File: src/rtl/cache_refill_engine_pkg.sv
// Shared definitions for the cache refill engine.
//   refill_state_e : refill FSM encoding
//   miss_src_e     : which pipe raised the miss
//   line_addr()    : clears the line-offset bits of a byte address
//   word_idx()     : extracts the word index within the line
// The helpers take the data width and line size as arguments so one package
// serves every parameterisation of the engine.
package cache_pkg;

    typedef enum logic [1:0] {
        IDLE = 2'd0,
        REQ  = 2'd1,
        FILL = 2'd2,
        DONE = 2'd3
    } refill_state_e;

    typedef enum logic {
        SRC_DPIPE = 1'b0,
        SRC_IPIPE = 1'b1
    } miss_src_e;

    function automatic logic [63:0] line_addr(input logic [63:0] addr,
                                              input int data_width,
                                              input int line_words);
        int off_bits;
        off_bits = $clog2(data_width / 8) + $clog2(line_words);
        return addr & ~((64'd1 << off_bits) - 64'd1);
    endfunction

    function automatic int word_idx(input logic [63:0] addr,
                                    input int data_width,
                                    input int line_words);
        logic [63:0] w;
        w = (addr >> $clog2(data_width / 8)) & 64'(line_words - 1);
        return int'(w);
    endfunction

endpackage

File: src/rtl/cache_refill_engine.sv
// Line-fill engine: takes one miss at a time, issues a single burst read for
// the line, writes each returned beat into the data array, forwards the
// critical word as soon as it is written and finally sets the tag.
// Ports:
//   clk, reset           : clock, synchronous active-high reset
//   miss_*               : miss request from the cache controller (vld/rdy)
//   mem_req_*            : burst read request to memory (vld/rdy)
//   mem_rsp_*            : returned beats; always accepted while filling
//   fill_*               : registered data-array write port
//   tag_we_o             : tag/valid write for fill_addr_o
//   crit_*               : critical-word forward pulse
//   done_*               : completion pulse with error and requester
module cache_refill_engine
    import cache_pkg::*;
#(
    parameter int ADDR_WIDTH = 32,
    parameter int DATA_WIDTH = 32,
    parameter int LINE_WORDS = 4
) (
    input  logic                          clk,
    input  logic                          reset,
    input  logic                          miss_vld_i,
    output logic                          miss_rdy_o,
    input  logic [ADDR_WIDTH-1:0]         miss_addr_i,
    input  logic                          miss_src_i,
    output logic                          mem_req_vld_o,
    input  logic                          mem_req_rdy_i,
    output logic [ADDR_WIDTH-1:0]         mem_req_addr_o,
    output logic [$clog2(LINE_WORDS)-1:0] mem_req_len_o,
    input  logic                          mem_rsp_vld_i,
    output logic                          mem_rsp_rdy_o,
    input  logic [DATA_WIDTH-1:0]         mem_rsp_data_i,
    input  logic                          mem_rsp_err_i,
    input  logic                          mem_rsp_last_i,
    output logic                          fill_we_o,
    output logic [ADDR_WIDTH-1:0]         fill_addr_o,
    output logic [$clog2(LINE_WORDS)-1:0] fill_word_o,
    output logic [DATA_WIDTH-1:0]         fill_data_o,
    output logic                          tag_we_o,
    output logic                          crit_vld_o,
    output logic [DATA_WIDTH-1:0]         crit_data_o,
    output logic                          done_vld_o,
    output logic                          done_err_o,
    output logic                          done_src_o
);

    localparam int IDX_W = $clog2(LINE_WORDS);

    localparam logic [1:0] ST_IDLE = IDLE;
    localparam logic [1:0] ST_REQ  = REQ;
    localparam logic [1:0] ST_FILL = FILL;
    localparam logic [1:0] ST_DONE = DONE;

    logic [1:0]            state_q;
    logic [ADDR_WIDTH-1:0] line_q;
    logic [IDX_W-1:0]      crit_q;
    logic [IDX_W-1:0]      cnt_q;
    logic                  src_q;
    logic                  err_q;

    logic in_idle, in_req, in_fill, in_done;
    logic accept, beat, last_idx, beat_err, err_next;

    assign in_idle = (state_q == ST_IDLE);
    assign in_req  = (state_q == ST_REQ);
    assign in_fill = (state_q == ST_FILL);
    assign in_done = (state_q == ST_DONE);

    // Held low while reset is asserted so a miss is never taken in that cycle.
    assign miss_rdy_o = in_idle & ~reset;
    assign accept     = miss_vld_i & miss_rdy_o;
    assign beat       = in_fill & mem_rsp_vld_i;
    assign last_idx   = (cnt_q == IDX_W'(LINE_WORDS - 1));
    // A last marker on the wrong beat (or missing on the final one) poisons
    // the line just like a bus error.
    assign beat_err   = mem_rsp_err_i | (mem_rsp_last_i != last_idx);
    // Includes the current beat, so an erring beat suppresses its own write.
    assign err_next   = err_q | (beat & beat_err);

    assign mem_req_vld_o  = in_req;
    assign mem_req_addr_o = line_q;
    assign mem_req_len_o  = IDX_W'(LINE_WORDS - 1);
    assign mem_rsp_rdy_o  = in_fill;
    assign fill_addr_o    = line_q;

    // DONE coincides with the registered write of the final beat.
    assign done_vld_o = in_done;
    assign done_err_o = in_done & err_q;
    assign done_src_o = in_done & src_q;
    assign tag_we_o   = in_done & ~err_q;

    always_ff @(posedge clk) begin
        if (reset) begin
            state_q     <= ST_IDLE;
            line_q      <= '0;
            crit_q      <= '0;
            cnt_q       <= '0;
            src_q       <= 1'(SRC_DPIPE);
            err_q       <= 1'b0;
            fill_we_o   <= 1'b0;
            fill_word_o <= '0;
            fill_data_o <= '0;
            crit_vld_o  <= 1'b0;
            crit_data_o <= '0;
        end else begin
            fill_we_o  <= beat & ~err_next;
            crit_vld_o <= beat & ~err_next & (cnt_q == crit_q);
            if (beat) begin
                fill_word_o <= cnt_q;
                fill_data_o <= mem_rsp_data_i;
            end
            if (beat & ~err_next & (cnt_q == crit_q))
                crit_data_o <= mem_rsp_data_i;

            case (state_q)
                ST_IDLE: begin
                    if (accept) begin
                        line_q  <= ADDR_WIDTH'(line_addr(64'(miss_addr_i), DATA_WIDTH, LINE_WORDS));
                        crit_q  <= IDX_W'(word_idx(64'(miss_addr_i), DATA_WIDTH, LINE_WORDS));
                        src_q   <= miss_src_i;
                        err_q   <= 1'b0;
                        state_q <= ST_REQ;
                    end
                end
                ST_REQ: begin
                    if (mem_req_rdy_i) begin
                        cnt_q   <= '0;
                        state_q <= ST_FILL;
                    end
                end
                ST_FILL: begin
                    if (beat) begin
                        cnt_q <= cnt_q + 1'b1;
                        err_q <= err_next;
                        // The beat count, not the last marker, ends the burst
                        // so a misbehaving memory is always fully drained.
                        if (last_idx)
                            state_q <= ST_DONE;
                    end
                end
                ST_DONE: state_q <= ST_IDLE;
                default: state_q <= ST_IDLE;
            endcase
        end
    end

endmodule

File: config.mk
export PLATFORM = sky130hd
export DESIGN_NAME = cache_refill_engine
export DESIGN_NICKNAME = d
export VERILOG_FILES = /design/src/rtl/cache_refill_engine_pkg.sv /design/src/rtl/cache_refill_engine.sv
export SDC_FILE = /design/constraint.sdc
export NUM_CORES = 1
export LEC_CHECK = 0
export ABC_AREA = 0
export CORE_MARGIN = 2
export CORE_UTILIZATION = 40
export CTS_CLUSTER_SIZE = 24
export DETAILED_ROUTE_END_ITERATION = 7
export GPL_TIMING_DRIVEN = 0
export HOLD_SLACK_MARGIN = 0.1
export PLACE_DENSITY = 0.87
export REMOVE_ABC_BUFFERS = 1
export SKIP_LAST_GASP = 1
export SYNTH_ARGS = -nofsm -noshare
export SYNTH_HDL_FRONTEND = slang
export SYNTH_SLANG_ARGS = --single-unit
File: constraint.sdc
create_clock -name clk -period 4.4 [get_ports clk]
set_clock_uncertainty 0.05 [all_clocks]
set_input_delay 0.66 -clock clk [delete_from_list [all_inputs] [get_ports clk]]
set_output_delay 0.66 -clock clk [all_outputs]
set_load 0.005 [all_outputs]
==> results of run 1 <==
==> worst max path at each step <==
stage / startpoint / endpoint / slack [ns] / cells past startpoint
floorplan: reset / crit_q[0]$_SDFFE_PP0P_ / 2.19 / 3
global route: reset / miss_rdy_o / 1.56 / 3
detailed placement: mem_rsp_vld_i / crit_data_o[22]$_SDFFE_PP0P_ / 1.44 / 5
global placement: reset / fill_addr_o[7]$_SDFFE_PP0P_ / -0.92 / 4
CTS: reset / miss_rdy_o / 1.65 / 3
finish: reset / miss_rdy_o / 1.65 / 3
==> final cells by class <==
type	instances	area (µm²)	share of cell area, %
inverters	3	11.26	0.1827
clock inverters	3	67.56	1.096
flip-flops and latches	104	2082	33.79
repair buffers	200	1999	32.45
well taps	136	170.2	2.761
clock buffers	11	141.4	2.294
multi-input cells	314	1690	27.43
==> placed cells by master, fill, tap and decap left out, drive strengths merged <==
master / instances
ha: 5
o21ai: 33
nor3b: 1
xnor2: 3
a21oi: 36
nand2: 105
and4bb: 1
nor2: 37
a22oi: 1
nand4: 1
nor3: 3
clkinvlp: 1
and2: 4
mux2i: 34
o22ai: 1
nor2b: 5
buf: 1
clkbuf: 11
conb: 10
nand2b: 31
bufinv: 2
clkdlybuf4s50: 199
o21bai: 1
inv: 3
dfxtp: 104
a211oi: 1
and3: 1
==> sequential cells by signal, indices dropped and copies added (netlist names) <==
register and cells:
fill_addr_o 28, src_q 1, state_q 2, fill_data_o 32, cnt_q 2, fill_we_o 1
fill_word_o 2, crit_data_o 32, crit_q 2, crit_vld_o 1, err_q 1
==> Yosys cell counts <==
library cell	number
ha_1	5
a21oi_1	36
and3_1	1
and2_1	4
mux2i_1	34
a22oi_1	1
clkbuf_1	19
buf_6	3
buf_2	6
conb_1	2
nor3_1	3
inv_1	3
o22ai_1	1
nand2b_1	31
xnor2_1	3
nor3b_1	1
and4bb_2	1
a211oi_1	1
dfxtp_1	104
nand2_1	105
nor2b_1	5
o21bai_1	1
o21ai_0	33
nand4_4	1
nor2_1	37
buf_4	40
==> metal layers <==
metal	GRT usage, %	routed length (µm)	vias up
li1	-	-	1793
met1	20.82	4295	1631
met2	33.56	5229	165
met3	5.089	983	10
met4	6.297	128	0
met5	0	0	-
==> where the power goes <==
| part | total (mW) | switching [mW] | internal, mW |
|---|---|---|---|
| clock network | 0.629 | 0.299 | 0.330 |
| logic | 0.727 | 0.303 | 0.423 |
| registers | 1.14 | 0.0834 | 1.05 |
==> critical path, stage by stage <==
cell	delay (ns)
buf_4	0.70
nor2b_1	0.14
clkdlybuf4s50_1	0.49
==> kinds of logic after synthesis <==
| group | share of synthesized area (%) |
|---|---|
| compound gates | 8.939 |
| xor+xnor | 0.6279 |
| fa+ha+maj | 1.495 |
| buf+inv | 10.67 |
| flops | 49.75 |
| mux | 8.132 |
| other cells | 0.1794 |
| simple gates | 20.21 |
==> impl_metrics.yaml, run 1 <==
status:
  outcome: "complete, no violations"
place:
  dpl.hpwl_um: 7493
  place_area_mm2: 0.005951
  placedCellCount: 757
  place.gp.congestion: 0.7460
  pre_cts_ws_ns: 1.440
  port_buffers: 200
floorplan:
  die_width_um: 106.3
  core_area_mm2: 0.01023
  die_y_um: 106.3
  rows: 37
  start_util_pct: 40.91
  io_pins: 213
  die-area_mm2: 0.01130
clock_tree:
  clock_latency_ns: 0.35
  cts_tree: "built"
  cts_root_buffer: "clkbuf_8"
  clkSinkCount: 104
  cts.path.max_buffers: 2
  cts_buffers: 9
  cts_setup_buffers: 0
  cts_hold_buf: 0
  cts_htree_levels: 3
  cts-resized-gates: 0
  clk_pin_slew_ns: 0.08
detailed_routing:
  drt_iter0_markers: 127
  ant_nets: 0
  vias: 3599
  wire_per_inst_um: 13.80
  wl_um: 10640
  first_pass_iters: 4
  vias_per_cell: 4.668
  drc_errors: 0
sta:
  relSlewSlack_pct: 11.27
  hold_viol: 0
  min_period_ns: 2.751
  holdWs_ns: 0.4061
  setup_ws_ns: 1.649
  min_period_over_period_pct: 62.53
  finalSetupTns_ns: 0
  worst_slew_pin_slew_ns: 1.331
  max_freq_ghz: 0.3635
  grt_setup_unrepaired: "false"
  maxSlewViolCount: 0
  setup_viol: 0
worst_setup_path:
  reg2reg_depth: 6
  rrSetupSlack_ns: 1.92
  rr_startpoint: "state_q[0]$_SDFFE_PP0P_"
  critPathArrivalTime_ns: 2.04
  cp.required_ns: 3.69
  reg2reg_to: "crit_data_o[22]$_SDFFE_PP0P_"
  critPathCaptureType: "primary output"
  critPathLaunchType: "input pin"
  worstPathMaxFanout: 104
  crit_type: "input pin to primary output"
yosys:
  synth-seq-cells: 104
  synth-seq-area-share_pct: 49.75
  yosysTopAreaCell: "dfxtp_1"
  synth_cell_types: 26
  yosys_warnings: 0
  synthTopCellsByArea: "dfxtp_1 50%, nand2_1 9.4%, mux2i_1 8.1%"
  syn_area_per_cell_um2: 8.701
  netlist.area_leader.share_pct: 49.75
  synth_cells: 481
  synth.cell_area_mm2: 0.004185
global_route:
  grt_max_degree: 105
  grt-ovfl-total: 0
  grt_antenna_before_repair: 0
  grt_pass1_wl_um: 16850
  grt_pass1_vias: 3625
  track_usage_pct: 18.53
cells_and_area:
  n_antenna_cell: 0
  fin_area_mm2: 0.006162
  fin_util_pct: 60.23
  fin_cells: 771
  num-fill-cells: 871
  layout-drive-gt1-share_pct: 2.835
  area_delta_synth_final_pct: 47.23
  final_nets: 709
worst_hold_path:
  hp-class: "register to register"
  hold_end: "fill_data_o[31]$_SDFFE_PP0P_"
  worstHoldStart: "fill_data_o[31]$_SDFFE_PP0P_"
  whs_path_depth: 2
pwr:
  power_mw: 2.491
  cellLeakagePower_nw: 2.398
  peakVddDrop_v: 0.0002472
  power_density_mw_per_mm2: 404.3
flow_run:
  cap_viol_max_count: 0
Power figures use the tool's default switching activity.
==> run 2, diff against run 1 <==
--- a/config.mk
+++ b/config.mk
@@ -7,12 +7,12 @@
 export LEC_CHECK = 0
 export ABC_AREA = 0
 export CORE_MARGIN = 2
-export CORE_UTILIZATION = 40
+export CORE_UTILIZATION = 36
 export CTS_CLUSTER_SIZE = 24
 export DETAILED_ROUTE_END_ITERATION = 7
 export GPL_TIMING_DRIVEN = 0
 export HOLD_SLACK_MARGIN = 0.1
-export PLACE_DENSITY = 0.87
+export PLACE_DENSITY = 0.83
 export REMOVE_ABC_BUFFERS = 1
 export SKIP_LAST_GASP = 1
 export SYNTH_ARGS = -nofsm -noshare
==> constraint.sdc (replaced) <==
create_clock -name clk -period 2.5 [get_ports clk]
set_clock_uncertainty 0.05 [all_clocks]
set_input_delay 0.375 -clock clk [delete_from_list [all_inputs] [get_ports clk]]
set_output_delay 0.375 -clock clk [all_outputs]
set_load 0.005 [all_outputs]
==> impl_metrics.yaml, run 2 (synthesis results as in run 1) <==
floorplan:
  die_y_um: 111.8
  start_util_pct: 36.81
  die_width_um: 111.8
  core_area_mm2: 0.01137
  rows: 39
  die-area_mm2: 0.01250
  io_pins: 213
clock_tree:
  cts.path.max_buffers: 2
  cts_htree_levels: 3
  clock_latency_ns: 0.33
  clk_pin_slew_ns: 0.07
  clkSinkCount: 104
  cts_setup_buffers: 0
  cts_hold_buf: 0
  cts_root_buffer: "clkbuf_16"
  cts_tree: "built"
  cts_buffers: 9
pwr:
  power_density_mw_per_mm2: 742.2
  cellLeakagePower_nw: 2.451
  peakVddDrop_v: 0.0004210
global_route:
  grt-ovfl-total: 0
  grt_antenna_before_repair: 0
  track_usage_pct: 16.69
  grt_pass1_wl_um: 17090
  grt_pass1_vias: 3666
  grt_max_degree: 105
sta:
  maxSlewViolCount: 0
  min_period_ns: 2.307
  finalSetupTns_ns: 0
  relSlewSlack_pct: 35.04
  grt_setup_unrepaired: "false"
  setup_ws_ns: 0.1934
  max_freq_ghz: 0.4335
  setup_viol: 0
  hold_viol: 0
  worst_slew_pin_slew_ns: 0.9744
  holdWs_ns: 0.4042
  min_period_over_period_pct: 92.26
cells_and_area:
  most-common-layout-cells: "199 x clkdlybuf4s50_1, 105 x nand2_1, 104 x dfxtp_1"
  fin_util_pct: 55.45
  final_nets: 711
  area_delta_synth_final_pct: 50.64
  num-fill-cells: 1004
  n_antenna_cell: 0
  layout-drive-gt1-share_pct: 3.448
  layout_commonest_cell: "clkdlybuf4s50_1"
worst_setup_path:
  critPathArrivalTime_ns: 2.43
  critPathCaptureType: "register"
  crit_type: "register to register"
  critPathLaunchType: "register"
  cp.required_ns: 2.62
  rrSetupSlack_ns: 0.19
  worstPathMaxFanout: 16
detailed_routing:
  wl_um: 11150
  drt_iter0_markers: 176
  drc_errors: 0
  vias_per_cell: 4.682
  wire_per_inst_um: 14.27
  vias: 3657
  ant_nets: 0
  first_pass_iters: 4
place:
  port_buffers: 200
  place.gp.congestion: 0.8079
  pre_cts_ws_ns: -0.2524
  dpl.hpwl_um: 7372
status:
  outcome: "complete, no violations"
flow_run:
  cap_viol_max_count: 0
worst_hold_path:
  hp-class: "register to register"
run 2: changes by cell type in the layout (fill, tap and decap cells not counted), sizes merged:
cell      previous run  this run
clkinv               0         2
bufinv               2         1
buf                  1         2
clkinvlp             1         2
clkbuf              11        10
nand4                1         2
run 2: report_power, final:
| group | total, mW | leakage [nW] | switching, mW | internal (mW) |
|---|---|---|---|---|
| logic | 1.32 | 1.47 | 0.562 | 0.762 |
| clock network | 1.36 | 0.135 | 0.586 | 0.771 |
| registers | 2.00 | 0.844 | 0.145 | 1.85 |
| total | 4.68 | 2.45 | 1.29 | 3.39 |
run 2: metrics by stage:
step	area, µm²	std cells	total power, mW
floorplan	3780	421	2.477
global placement	5961	764	3.276
detailed placement	5959	764	3.312
CTS	6247	779	4.702
global route	6305	781	4.941
finish	6305	781	4.679
run 2: final cells by class:
class	instances	area, µm²	share of cell area [%]
flip-flops and latches	104	2082	33.02
clock inverters	5	58.81	0.9327
clock buffers	10	229.0	3.632
multi-input cells	315	1718	27.25
well taps	143	178.9	2.838
inverters	3	11.26	0.1786
repair buffers	201	2027	32.15
run 2: per-layer routing:
layer  track usage (%)  vias to the layer above  share of wire, %
met5                 0                        -                 0
met4             7.490                        0               2.4
met3             4.573                       17               8.4
met2             28.40                      172                48
met1             19.65                     1664                42
li1                  -                     1804                 -
run 2: timing repair:
item                       in CTS  in global routing
hold endpoints to repair        0                  0
setup endpoints to repair       5                 32
resized for setup               0                  2
cloned                          0                  1
run 2: final timing paths:
path / startpoint / end / cells after the start
worst max register to register: state_q[0]$_SDFFE_PP0P_ / crit_data_o[20]$_SDFFE_PP0P_ / 6
worst min-delay path: fill_data_o[13]$_SDFFE_PP0P_ / fill_data_o[13]$_SDFFE_PP0P_ / 2
worst min register to register: fill_data_o[13]$_SDFFE_PP0P_ / fill_data_o[13]$_SDFFE_PP0P_ / 2
worst max-delay path: state_q[0]$_SDFFE_PP0P_ / crit_data_o[20]$_SDFFE_PP0P_ / 6
run 2: worst max-delay path: stages (launching register included):
cell,delay (ns)
dfxtp_1,0.34
inv_1,0.09
ha_1,0.36
and4bb_2,0.42
nand4_4,0.44
mux2i_1,0.37
nor2_1,0.07
==> run 3, diff against run 2 <==
--- a/config.mk
+++ b/config.mk
@@ -6,6 +6,7 @@
 export NUM_CORES = 1
 export LEC_CHECK = 0
 export ABC_AREA = 0
+export CAP_MARGIN = 10
 export CORE_MARGIN = 2
 export CORE_UTILIZATION = 36
 export CTS_CLUSTER_SIZE = 24
@@ -15,6 +16,7 @@
 export PLACE_DENSITY = 0.83
 export REMOVE_ABC_BUFFERS = 1
 export SKIP_LAST_GASP = 1
+export SLEW_MARGIN = 20
 export SYNTH_ARGS = -nofsm -noshare
 export SYNTH_HDL_FRONTEND = slang
 export SYNTH_SLANG_ARGS = --single-unit
==> impl_metrics.yaml, run 3 (synthesis results as in run 1) <==
detailed_routing:
  first_pass_iters: 6
  drc_errors: 0
  wl_um: 11080
  drt_iter0_markers: 223
  ant_nets: 0
  wire_per_inst_um: 14.15
  vias: 3677
  vias_per_cell: 4.696
pwr:
  peakVddDrop_v: 0.0003880
  power_mw: 4.715
  power_density_mw_per_mm2: 745.5
  cellLeakagePower_nw: 2.455
sta:
  hold_viol: 0
  min_period_ns: 2.373
  grt_setup_unrepaired: "true"
  maxSlewViolCount: 0
  relSlewSlack_pct: 47.95
  min_period_over_period_pct: 94.93
  max_freq_ghz: 0.4214
  setup_viol: 0
  worst_slew_pin_slew_ns: 0.7781
worst_setup_path:
  critPathCaptureType: "register"
  crit_chain: "ha_1 > xnor2_1 > nand4_4 > mux2i_1 > nor2_1"
  crit_type: "register to register"
  reg2reg_to: "crit_data_o[20]$_SDFFE_PP0P_"
  cp_slowest_cell: "xnor2_1"
  critPathArrivalTime_ns: 2.54
  rrSetupSlack_ns: 0.13
  worstPathMaxFanout: 16
  rr_startpoint: "cnt_q[0]$_SDFFE_PP0P_"
  critPathLaunchType: "register"
  reg2reg_depth: 5
  slowest_delay_ns: 0.59
  cp.required_ns: 2.66
worst_hold_path:
  hold_end: "fill_data_o[24]$_SDFFE_PP0P_"
  worstHoldStart: "fill_data_o[24]$_SDFFE_PP0P_"
  whs_path_depth: 2
  hp-class: "register to register"
floorplan:
  rows: 39
  start_util_pct: 36.81
  die_width_um: 111.8
  die_y_um: 111.8
  core_area_mm2: 0.01137
  die-area_mm2: 0.01250
  io_pins: 213
place:
  place.gp.congestion: 0.8079
  port_buffers: 200
  placedCellCount: 766
  dpl.hpwl_um: 7530
cells_and_area:
  most-common-layout-cells: "199 x clkdlybuf4s50_1, 104 x nand2_1, 104 x dfxtp_1"
  area_delta_synth_final_pct: 51.12
  num-fill-cells: 964
  n_antenna_cell: 0
  final_nets: 712
  layout-drive-gt1-share_pct: 3.594
  layout_commonest_cell: "clkdlybuf4s50_1"
  fin_cells: 783
clock_tree:
  clkSinkCount: 104
  cts_hold_buf: 0
  cts_setup_buffers: 0
  cts.path.max_buffers: 2
  clk_pin_slew_ns: 0.07
  cts_htree_levels: 3
  cts_buffers: 9
  cts_tree: "built"
  clock_latency_ns: 0.33
  cts_root_buffer: "clkbuf_16"
global_route:
  grt_max_degree: 56
  grt_pass1_wl_um: 17060
  grt_pass1_vias: 3677
  grt-ovfl-total: 0
  grt_antenna_before_repair: 0
  track_usage_pct: 16.59
status:
  outcome: "complete, no violations"
flow_run:
  cap_viol_max_count: 0
==> run 3: changes by cell type in the layout (fill, tap and decap cells not counted) <==
| cell | previous run | this run |
|---|---|---|
| clkinv_2 | 1 | 0 |
| xnor2_2 | 1 | 0 |
| xnor2_1 | 2 | 3 |
| buf_12 | 0 | 2 |
| clkbuf_1 | 1 | 2 |
| clkbuf_8 | 0 | 1 |
| nand2_1 | 105 | 104 |
| nand2_2 | 0 | 1 |
| buf_16 | 1 | 0 |
==> run 3: worst max-delay path: cells and delay by family (launching register included) <==
family	cells	cell delay [ns]
flops	1	0.37
xor+xnor	1	0.59
simple gates	2	0.62
mux	1	0.35
fa+ha+maj	1	0.26
==> run 3: worst max-delay path by stage <==
stage | slack (ns) | to | start | depth (start not counted)
5_1_grt | -0.04 | crit_data_o[9]$_SDFFE_PP0P_ | cnt_q[0]$_SDFFE_PP0P_ | 5
4_1_cts | -0.02 | crit_data_o[20]$_SDFFE_PP0P_ | state_q[0]$_SDFFE_PP0P_ | 6
3_5_place_dp | -0.22 | crit_data_o[20]$_SDFFE_PP0P_ | mem_rsp_vld_i | 5
2_1_floorplan | 0.35 | crit_q[0]$_SDFFE_PP0P_ | state_q[0]$_SDFFE_PP0P_ | 5
3_3_place_gp | -2.48 | fill_addr_o[25]$_SDFFE_PP0P_ | reset | 4
6_report | 0.13 | crit_data_o[20]$_SDFFE_PP0P_ | cnt_q[0]$_SDFFE_PP0P_ | 5
==> run 3: power breakdown <==
group / internal (mW) / total, mW / leakage (nW) / switching, mW
sequential: 1.85 / 2.00 / 0.844 / 0.146
combinational: 0.761 / 1.32 / 1.47 / 0.561
clock: 0.806 / 1.39 / 0.139 / 0.588
total: 3.42 / 4.72 / 2.45 / 1.29
==> run 3: per-layer routing <==
metal,track usage (%),vias to the layer above,wire length [µm]
li1,-,1803,-
met2,28.97,182,5346
met5,0,-,0
met4,5.597,0,99
met1,19.34,1683,4693
met3,5.063,9,938
==> run 3: cell type report <==
| type | instances | area, µm² | area share (%) |
|---|---|---|---|
| Multi-Input combinational cell | 315 | 1713 | 27.08 |
| Sequential cell | 104 | 2082 | 32.92 |
| Clock buffer | 12 | 246.5 | 3.897 |
| Clock inverter | 4 | 53.80 | 0.8506 |
| Tap cell | 143 | 178.9 | 2.829 |
| Inverter | 3 | 11.26 | 0.1780 |
| Timing Repair Buffer | 202 | 2039 | 32.25 |
==> run 3: per-stage QoR <==
| stage | area (µm²) | hold WS, ns | setup WS [ns] | utilization (%) | TNS [ns] |
|---|---|---|---|---|---|
| 2_1_floorplan | 3780 | 0.3940 | 0.3496 | - | 0 |
| 3_3_place_gp | 5961 | 0.3921 | -2.484 | 52.43 | -150.24 |
| 3_5_place_dp | 6003 | 0.4009 | -0.2221 | 52.80 | -4.907 |
| 4_1_cts | 6304 | 0.4108 | -0.02269 | 55.44 | -0.03417 |
| 5_1_grt | 6325 | 0.4265 | -0.04251 | 55.63 | -0.1340 |
| 6_report | 6325 | 0.4103 | 0.1268 | 55.63 | 0 |
==> run 3: what timing repair did <==
item	CTS	global route
cloned	0	1
gates resized for setup	0	1
setup endpoints to repair	2	32
